## src/rtl/rgmii_pkg.sv

```systemverilog
// Shared RGMII/UDP types, constants and byte-order helpers for the RX and TX paths.
// Header bytes sit at [8k+:8] in wire order, so multi-byte fields need a byte swap.
package rgmii_pkg;

  localparam int          HEADER_BYTES     = 42;
  localparam logic [15:0] UDP_HEADER_BYTES = 16'd8;
  localparam logic [7:0]  PREAMBLE_VAL     = 8'h55;
  localparam logic [7:0]  SFD_VAL          = 8'hD5;
  localparam logic [31:0] CRC32_POLY       = 32'hEDB88320;
  localparam logic [31:0] CRC32_RESIDUE    = 32'hDEBB20E3;

  typedef enum logic [2:0] {
    IDLE,
    PREAMBLE,
    HEADER,
    PAYLOAD,
    TRAILER,
    DROP
  } rgmii_rx_state_t;

  // Declared last-received-first so that mac_destination byte 0 lands in bits [7:0].
  typedef struct packed {
    logic [15:0] udp_checksum;
    logic [15:0] udp_length;
    logic [15:0] port_destination;
    logic [15:0] port_source;
    logic [31:0] ip_destination;
    logic [31:0] ip_source;
    logic [15:0] ip_checksum;
    logic [7:0]  protocol;
    logic [7:0]  ttl;
    logic [15:0] flags_fragment;
    logic [15:0] identification;
    logic [15:0] total_length;
    logic [7:0]  tos;
    logic [7:0]  version_ihl;
    logic [15:0] eth_type_length;
    logic [47:0] mac_source;
    logic [47:0] mac_destination;
  } ethernet_header_t;

  typedef struct packed {
    logic [5:0][7:0] fpga;
  } rgmii_mac_cfg_t;

  typedef struct packed {
    logic [31:0] fpga;
  } rgmii_ip_cfg_t;

  typedef struct packed {
    logic [15:0] fpga;
  } rgmii_port_cfg_t;

  typedef struct packed {
    logic check_destination;
    logic reset;
  } rgmii_control_t;

  typedef struct packed {
    rgmii_mac_cfg_t  mac;
    rgmii_ip_cfg_t   ip;
    rgmii_port_cfg_t port;
    rgmii_control_t  control;
  } rgmii_config_t;

  function automatic logic [15:0] swap16(input logic [15:0] v);
    return {v[7:0], v[15:8]};
  endfunction

  function automatic logic [31:0] swap32(input logic [31:0] v);
    return {v[7:0], v[15:8], v[23:16], v[31:24]};
  endfunction

  function automatic logic [47:0] swap48(input logic [47:0] v);
    return {v[7:0], v[15:8], v[23:16], v[31:24], v[39:32], v[47:40]};
  endfunction

endpackage

```

## src/rtl/crc32_d8.sv

```systemverilog
// Reflected CRC-32 single-byte update (no init/final xor), shared by RX and TX.
// Purely combinational; no handshake.
module crc32_d8
  import rgmii_pkg::*;
(
  input  logic [31:0] crc_i,
  input  logic [7:0]  data_i,
  output logic [31:0] crc_o
);

  logic [31:0] c;

  always_comb begin
    c = crc_i ^ {24'h0, data_i};
    for (int i = 0; i < 8; i++) begin
      c = c[0] ? ((c >> 1) ^ CRC32_POLY) : (c >> 1);
    end
  end

  assign crc_o = c;

endmodule

```

## src/rtl/rgmii_udp_rx.sv

```systemverilog
// GMII byte stream -> UDP payload stream; 1-cycle latency, no backpressure (no tready).
// Optional FCS checking with macro RGMII_RX_CRC_EN; without it crc_err_o is tied 0.
module rgmii_udp_rx
  import rgmii_pkg::*;
#(
  parameter int unsigned CHECK_ETH_TYPE = 1
) (
  input  logic          clk_i,
  input  logic          arstn_i,
  input  logic          rx_dv_i,
  input  logic [7:0]    rx_data_i,
  input  rgmii_config_t cfg_i,
  output logic [7:0]    m_axis_tdata_o,
  output logic          m_axis_tvalid_o,
  output logic          m_axis_tlast_o,
  output logic          m_axis_tuser_o,
  output logic          crc_err_o,
  output logic [15:0]   frame_cnt_o
);

  localparam logic [5:0] HDR_LAST = 6'(HEADER_BYTES - 1);

  rgmii_rx_state_t  state_q, state_d;
  ethernet_header_t hdr_q, hdr_d, hdr_w;
  logic [5:0]       hdr_cnt_q, hdr_cnt_d;
  logic [15:0]      pay_cnt_q, pay_cnt_d;
  logic [15:0]      last_idx_q, last_idx_d;
  logic [7:0]       tdata_q, tdata_d;
  logic             tvalid_q, tvalid_d;
  logic             tlast_q, tlast_d;
  logic             tuser_q, tuser_d;
  logic [15:0]      frame_cnt_q, frame_cnt_d;

  logic [15:0]      udp_len;
  logic             eth_ok, dst_ok, hdr_ok;

  // Header as it will look once the current byte is written, so the accept
  // decision on the last header byte sees the complete header.
  always_comb begin
    hdr_w = hdr_q;
    hdr_w[8*hdr_cnt_q +: 8] = rx_data_i;
  end

  always_comb begin
    udp_len = swap16(hdr_w.udp_length);
    eth_ok  = (CHECK_ETH_TYPE == 0) || (swap16(hdr_w.eth_type_length) == 16'h0800);
    dst_ok  = !cfg_i.control.check_destination ||
              ((swap48(hdr_w.mac_destination) == cfg_i.mac.fpga) &&
               (swap32(hdr_w.ip_destination) == cfg_i.ip.fpga) &&
               (swap16(hdr_w.port_destination) == cfg_i.port.fpga));
    hdr_ok  = (hdr_w.version_ihl == 8'h45) && (hdr_w.protocol == 8'h11) &&
              eth_ok && dst_ok && (udp_len > UDP_HEADER_BYTES);
  end

  always_comb begin
    state_d     = state_q;
    hdr_d       = hdr_q;
    hdr_cnt_d   = hdr_cnt_q;
    pay_cnt_d   = pay_cnt_q;
    last_idx_d  = last_idx_q;
    tdata_d     = 8'h00;
    tvalid_d    = 1'b0;
    tlast_d     = 1'b0;
    tuser_d     = 1'b0;
    frame_cnt_d = frame_cnt_q;

    case (state_q)
      IDLE: begin
        if (rx_dv_i) state_d = PREAMBLE;
      end
      PREAMBLE: begin
        if (!rx_dv_i) begin
          state_d = IDLE;
        end else if (rx_data_i == SFD_VAL) begin
          state_d   = HEADER;
          hdr_cnt_d = '0;
        end else if (rx_data_i != PREAMBLE_VAL) begin
          state_d = DROP;
        end
      end
      HEADER: begin
        if (!rx_dv_i) begin
          state_d = IDLE;
        end else begin
          hdr_d     = hdr_w;
          hdr_cnt_d = hdr_cnt_q + 6'd1;
          if (hdr_cnt_q == HDR_LAST) begin
            pay_cnt_d  = '0;
            last_idx_d = udp_len - UDP_HEADER_BYTES - 16'd1;
            state_d    = hdr_ok ? PAYLOAD : DROP;
          end
        end
      end
      PAYLOAD: begin
        tvalid_d = 1'b1;
        if (!rx_dv_i) begin
          // Truncated frame: a single zero beat flagged bad closes the packet.
          tlast_d = 1'b1;
          tuser_d = 1'b1;
          state_d = IDLE;
        end else begin
          tdata_d   = rx_data_i;
          pay_cnt_d = pay_cnt_q + 16'd1;
          if (pay_cnt_q == last_idx_q) begin
            tlast_d = 1'b1;
            state_d = TRAILER;
          end
        end
      end
      TRAILER, DROP: begin
        if (!rx_dv_i) state_d = IDLE;
      end
      default: state_d = IDLE;
    endcase

    if (tvalid_d && tlast_d && !tuser_d) frame_cnt_d = frame_cnt_q + 16'd1;

    if (cfg_i.control.reset) begin
      state_d     = IDLE;
      tdata_d     = 8'h00;
      tvalid_d    = 1'b0;
      tlast_d     = 1'b0;
      tuser_d     = 1'b0;
      frame_cnt_d = '0;
    end
  end

  always_ff @(posedge clk_i or negedge arstn_i) begin
    if (!arstn_i) begin
      state_q     <= IDLE;
      hdr_q       <= '0;
      hdr_cnt_q   <= '0;
      pay_cnt_q   <= '0;
      last_idx_q  <= '0;
      tdata_q     <= '0;
      tvalid_q    <= 1'b0;
      tlast_q     <= 1'b0;
      tuser_q     <= 1'b0;
      frame_cnt_q <= '0;
    end else begin
      state_q     <= state_d;
      hdr_q       <= hdr_d;
      hdr_cnt_q   <= hdr_cnt_d;
      pay_cnt_q   <= pay_cnt_d;
      last_idx_q  <= last_idx_d;
      tdata_q     <= tdata_d;
      tvalid_q    <= tvalid_d;
      tlast_q     <= tlast_d;
      tuser_q     <= tuser_d;
      frame_cnt_q <= frame_cnt_d;
    end
  end

  assign m_axis_tdata_o  = tdata_q;
  assign m_axis_tvalid_o = tvalid_q;
  assign m_axis_tlast_o  = tlast_q;
  assign m_axis_tuser_o  = tuser_q;
  assign frame_cnt_o     = frame_cnt_q;

`ifdef RGMII_RX_CRC_EN
  logic [31:0] crc_q, crc_d, crc_upd;
  logic        crc_on_q, crc_on_d;
  logic        crc_err_q, crc_err_d;

  crc32_d8 u_crc32_d8 (
    .crc_i  (crc_q),
    .data_i (rx_data_i),
    .crc_o  (crc_upd)
  );

  // crc_on tracks "SFD seen, rx_dv not yet fallen"; the residue is judged on the fall.
  always_comb begin
    crc_d     = crc_q;
    crc_on_d  = crc_on_q;
    crc_err_d = crc_err_q;
    if (state_q == PREAMBLE && rx_dv_i && rx_data_i == SFD_VAL) begin
      crc_d    = '1;
      crc_on_d = 1'b1;
    end else if (crc_on_q && rx_dv_i) begin
      crc_d = crc_upd;
    end else if (crc_on_q && !rx_dv_i) begin
      crc_on_d = 1'b0;
      if (crc_q != CRC32_RESIDUE) crc_err_d = 1'b1;
    end
    if (cfg_i.control.reset) begin
      crc_d     = '1;
      crc_on_d  = 1'b0;
      crc_err_d = 1'b0;
    end
  end

  always_ff @(posedge clk_i or negedge arstn_i) begin
    if (!arstn_i) begin
      crc_q     <= '1;
      crc_on_q  <= 1'b0;
      crc_err_q <= 1'b0;
    end else begin
      crc_q     <= crc_d;
      crc_on_q  <= crc_on_d;
      crc_err_q <= crc_err_d;
    end
  end

  assign crc_err_o = crc_err_q;
`else
  assign crc_err_o = 1'b0;
`endif

endmodule

```

## config.mk

```make
export PLATFORM = sky130hd
export DESIGN_NAME = rgmii_udp_rx
export DESIGN_NICKNAME = d
export VERILOG_FILES = /design/src/rtl/rgmii_pkg.sv /design/src/rtl/crc32_d8.sv /design/src/rtl/rgmii_udp_rx.sv
export SDC_FILE = /design/constraint.sdc
export NUM_CORES = 1
export LEC_CHECK = 0
export ABC_CLOCK_PERIOD_IN_PS = 12270
export BUFFER_PORTS_ARGS = -buffer_cell sky130_fd_sc_hd__buf_2
export CORE_MARGIN = 8
export CORE_UTILIZATION = 35
export DETAILED_ROUTE_END_ITERATION = 6
export SYNTH_ARGS = -nofsm -noshare
export SYNTH_HDL_FRONTEND = slang
export SYNTH_SLANG_ARGS = --single-unit
```

## constraint.sdc

```tcl
create_clock -name clk_i -period 12.27 [get_ports clk_i]
set_input_delay 1.227 -clock clk_i [delete_from_list [all_inputs] [get_ports clk_i]]
set_output_delay 1.227 -clock clk_i [all_outputs]
set_load 0.02 [all_outputs]
```

==> flow_summary_export.csv <==
group,metric,value,unit
status,run_status,"complete, no violations",
place,place_inst,2054,
cells_and_area,design_area,14800,um2
detailed_routing,postRouteAntennaNets,0,
timing,max_freq,169,MHz
floorplan,io_pins,137,
synth,ys.flop_type,"dfrtp_1",
timing,period_share,48.3,%
synth,syn_area,13000,um2
global_routing,track_usage,21.9,%
critical_path,required,12.69,ns
timing,relSlewSlack,17.7,%
place,globalplace.congestion,0.992,
cells_and_area,drive_gt1_share,14.9,%
timing,setup_viol,0,
clock_tree,root_buffer,"clkbuf_16",
global_routing,grt_max_degree,94,
detailed_routing,via_per_inst,5.73,
clock_tree,cts_max_path_buffers,3,
timing,skew,0.0107,ns
detailed_routing,drt_pre_antenna_iters,6,
critical_path,max_stage_delay,1.03,ns
synth,yosysTopAreaCell,"dfrtp_1",
floorplan,die-width,209,um
critical_path,critPathMaxFanout,32,
cells_and_area,num_antenna_cells,0,
power_and_ir_drop,vdd_drop_max,0.101,mV
critical_path,crit_type,"register to register",
power_and_ir_drop,power_density,121,nW/um2
synth,synth.avg_cell_area,8.57,um2
floorplan,core,36600,um2
detailed_routing,routed_wire_length_per_instance,23.4,um
synth,syn_nets,1637,
detailed_routing,routed_wl,49100,um
global_routing,grt_pass1_vias,11851,
clock_tree,clkSinkCount,212,
timing,fin_ws,6.35,ns
detailed_routing,drc,0,
cells_and_area,areaGrowthSynthToFinish,13.8,%
synth,synth_seq_cells,212,
critical_path,end_kind,"register",
cells_and_area,num-fill-cells,3738,
cells_and_area,fin_nets,1729,
min_path,hold_class,"register to register",
clock_tree,clock_latency,0.54,ns
floorplan,die_y,209,um
synth,ys.warnings.count,0,
place,dp_slack,6.53,ns
global_routing,overflow,0,
timing,final_max_slew_viol_count,0,
timing,tightest_slew,1.23,ns
timing,finalCriticalPeriod,5.92,ns
clock_tree,cts.clk_slew.worst_paths,0.06,ns
clock_tree,hold_buffers,0,
timing,holdWs,0.475,ns
floorplan,die-area,43700,um2
global_routing,grt_pass1_wl,73800,um
clock_tree,cts_buffers,25,
floorplan,rows,70,
place,dpl_cell_area,14000,um2
timing,timing.final.hold_violations,0,
timing,rsz0062_at_grt,"no",
timing,tns,0,ns
critical_path,critPathLaunchType,"register",
critical_path,path_cells,"inv_1 -> ha_1 -> xor2_1 -> o211ai_1 -> nor2_1 -> mux2i_1 -> xor2_1 -> o221ai_1 -> nor4_1 -> nand4_1 -> o41a_1 -> o31a_1",
flow_run,drv_cap,0,
power_and_ir_drop,p_leak,6.58,nW
clock_tree,cts-resized-gates,0,
clock_tree,post_cts_buffers,0,
cells_and_area,final_cells,2098,
clock_tree,cts_tree,"yes",
critical_path,cp_slowest_cell,"xor2_1",
synth,netlist_instances,1521,
synth,synth_edf_count,0,
clock_tree,h-tree-depth,1,
global_routing,antenna_found_initial,2,
detailed_routing,num_vias,12023,
critical_path,worst_path_most_repeated_cell,"xor2_1",
place,port_buffers,135,
synth,ys_types,86,
critical_path,cp.arrival,6.35,ns
place,dpl.hpwl,37400,um
synth,synth_top_area_share,40.7,%
synth,ys_seq_area_share,40.7,%
synth,async_reset_ff_share,100,%
detailed_routing,drt_iter0_drc,1179,
synth,synth_area_leaders,"dfrtp_1 (41%), nand2_1 (6.9%), o21ai_0 (6.5%)",
floorplan,initial_core_util,35.6,%
## cell usage in the layout (no fill, tap or decap), drive strengths merged, types with 7 or more instances in the layout
cell type | Yosys | routed
mux2 | 21 | 21
o22ai | 13 | 13
nor2b | 14 | 14
and3 | 19 | 19
nand4 | 18 | 18
or3 | 16 | 16
a31oi | 11 | 11
o221ai | 8 | 8
nor3b | 8 | 8
nor3 | 48 | 48
dfrtp | 212 | 212
nor2 | 105 | 105
o211ai | 11 | 11
o21ai | 172 | 172
buf | 22 | 151
nand3 | 44 | 44
ha | 7 | 7
nand2 | 238 | 238
o31ai | 22 | 22
nand2b | 14 | 14
a21oi | 60 | 60
and2 | 12 | 12
nor4 | 23 | 23
o2111ai | 7 | 7
xnor2 | 49 | 49
mux2i | 47 | 47
inv | 47 | 48
a211oi | 9 | 9
a221oi | 7 | 7
clkbuf | 64 | 32
or2 | 11 | 11
xor2 | 72 | 72
## through the flow
step	util, %	total power, mW
2_1_floorplan	-	0.876
3_3_place_gp	38.2	1.00
3_5_place_dp	38.2	1.00
4_1_cts	40.5	1.81
5_1_grt	40.5	1.85
6_report	40.5	1.79
## cell families after synthesis
logic type      after synthesis  synth area share (%)
simple gates                602                  22.3
compound gates              377                  17.9
flops                       212                  40.7
buf+inv                     133                  4.83
xor+xnor                    121                  8.13
mux                          68                  5.42
fa+ha+maj                     7                 0.672
other cells                   1                0.0288
## state kept, by name, summed over array words and instances, names as in the netlist
register,cells
hdr_q,144
frame_cnt_o,16
last_idx_q,16
pay_cnt_q,16
m_axis_tdata_o,8
hdr_cnt_q,6
state_q,3
m_axis_tlast_o,1
m_axis_tuser_o,1
m_axis_tvalid_o,1
## worst paths after layout
kind	from	end	slack, ns	cells after the start
setup / recovery	hdr_cnt_q[0]	state_q[2]	6.35	12
hold / removal	hdr_q[112]	hdr_q[112]	0.48	2
setup reg to reg	hdr_cnt_q[0]	state_q[2]	6.35	12
hold reg to reg	hdr_q[112]	hdr_q[112]	0.48	2
max in group asynchronous	arstn_i	hdr_q[42]	10.10	2
min in group asynchronous	arstn_i	pay_cnt_q[15]	0.71	1
## where the power goes
part	total [mW]	internal (mW)	switching, mW
Combinational	0.288	0.0750	0.213
Sequential	0.711	0.702	0.00937
Clock	0.795	0.481	0.314
Total	1.79	1.26	0.536
## area by class of cell
| class | count | area (um2) | area share [%] |
|---|---|---|---|
| Tap cell | 468 | 586 | 3.95 |
| Multi-Input combinational cell | 1176 | 7100 | 47.8 |
| Inverter | 47 | 176 | 1.19 |
| Clock inverter | 12 | 171 | 1.16 |
| Clock buffer | 32 | 692 | 4.66 |
| Timing Repair Buffer | 151 | 806 | 5.43 |
| Sequential cell | 212 | 5310 | 35.8 |
## cells in the mapped netlist, types with 12 or more instances
master	instances
o21ai_0	169
inv_1	47
nand2b_1	14
dfrtp_1	212
nor2_1	105
clkbuf_1	56
o22ai_1	13
nor3_1	46
nand4_1	18
mux2_2	21
or3_1	15
nor4_1	23
xor2_1	72
o31ai_1	22
xnor2_1	49
mux2i_1	47
nand3_1	44
and3_1	18
buf_2	12
nor2b_1	14
nand2_1	238
a21oi_1	60
## worst max-delay path, delay by kind of cell (launching register included)
kind	cells	cell delay, ns
buffers and inverters	1	0.28
XOR/XNOR	2	1.19
multiplexers	1	0.32
adder cells (fa/ha/maj)	1	0.49
AND/OR/NAND/NOR	3	1.27
flip-flops	1	0.91
AO/OA/AOI/OAI	4	1.33
## layer usage
| layer | global-route usage [%] | vias to the layer above | wire (um) |
|---|---|---|---|
| met5 | 0 | - | 0 |
| met4 | 7.87 | 0 | 1880 |
| met3 | 5.57 | 109 | 4470 |
| met2 | 35.1 | 548 | 22400 |
| met1 | 28.2 | 5776 | 20400 |
| li1 | - | 5590 | - |
No activity file was read; power rests on OpenSTA's default activity.
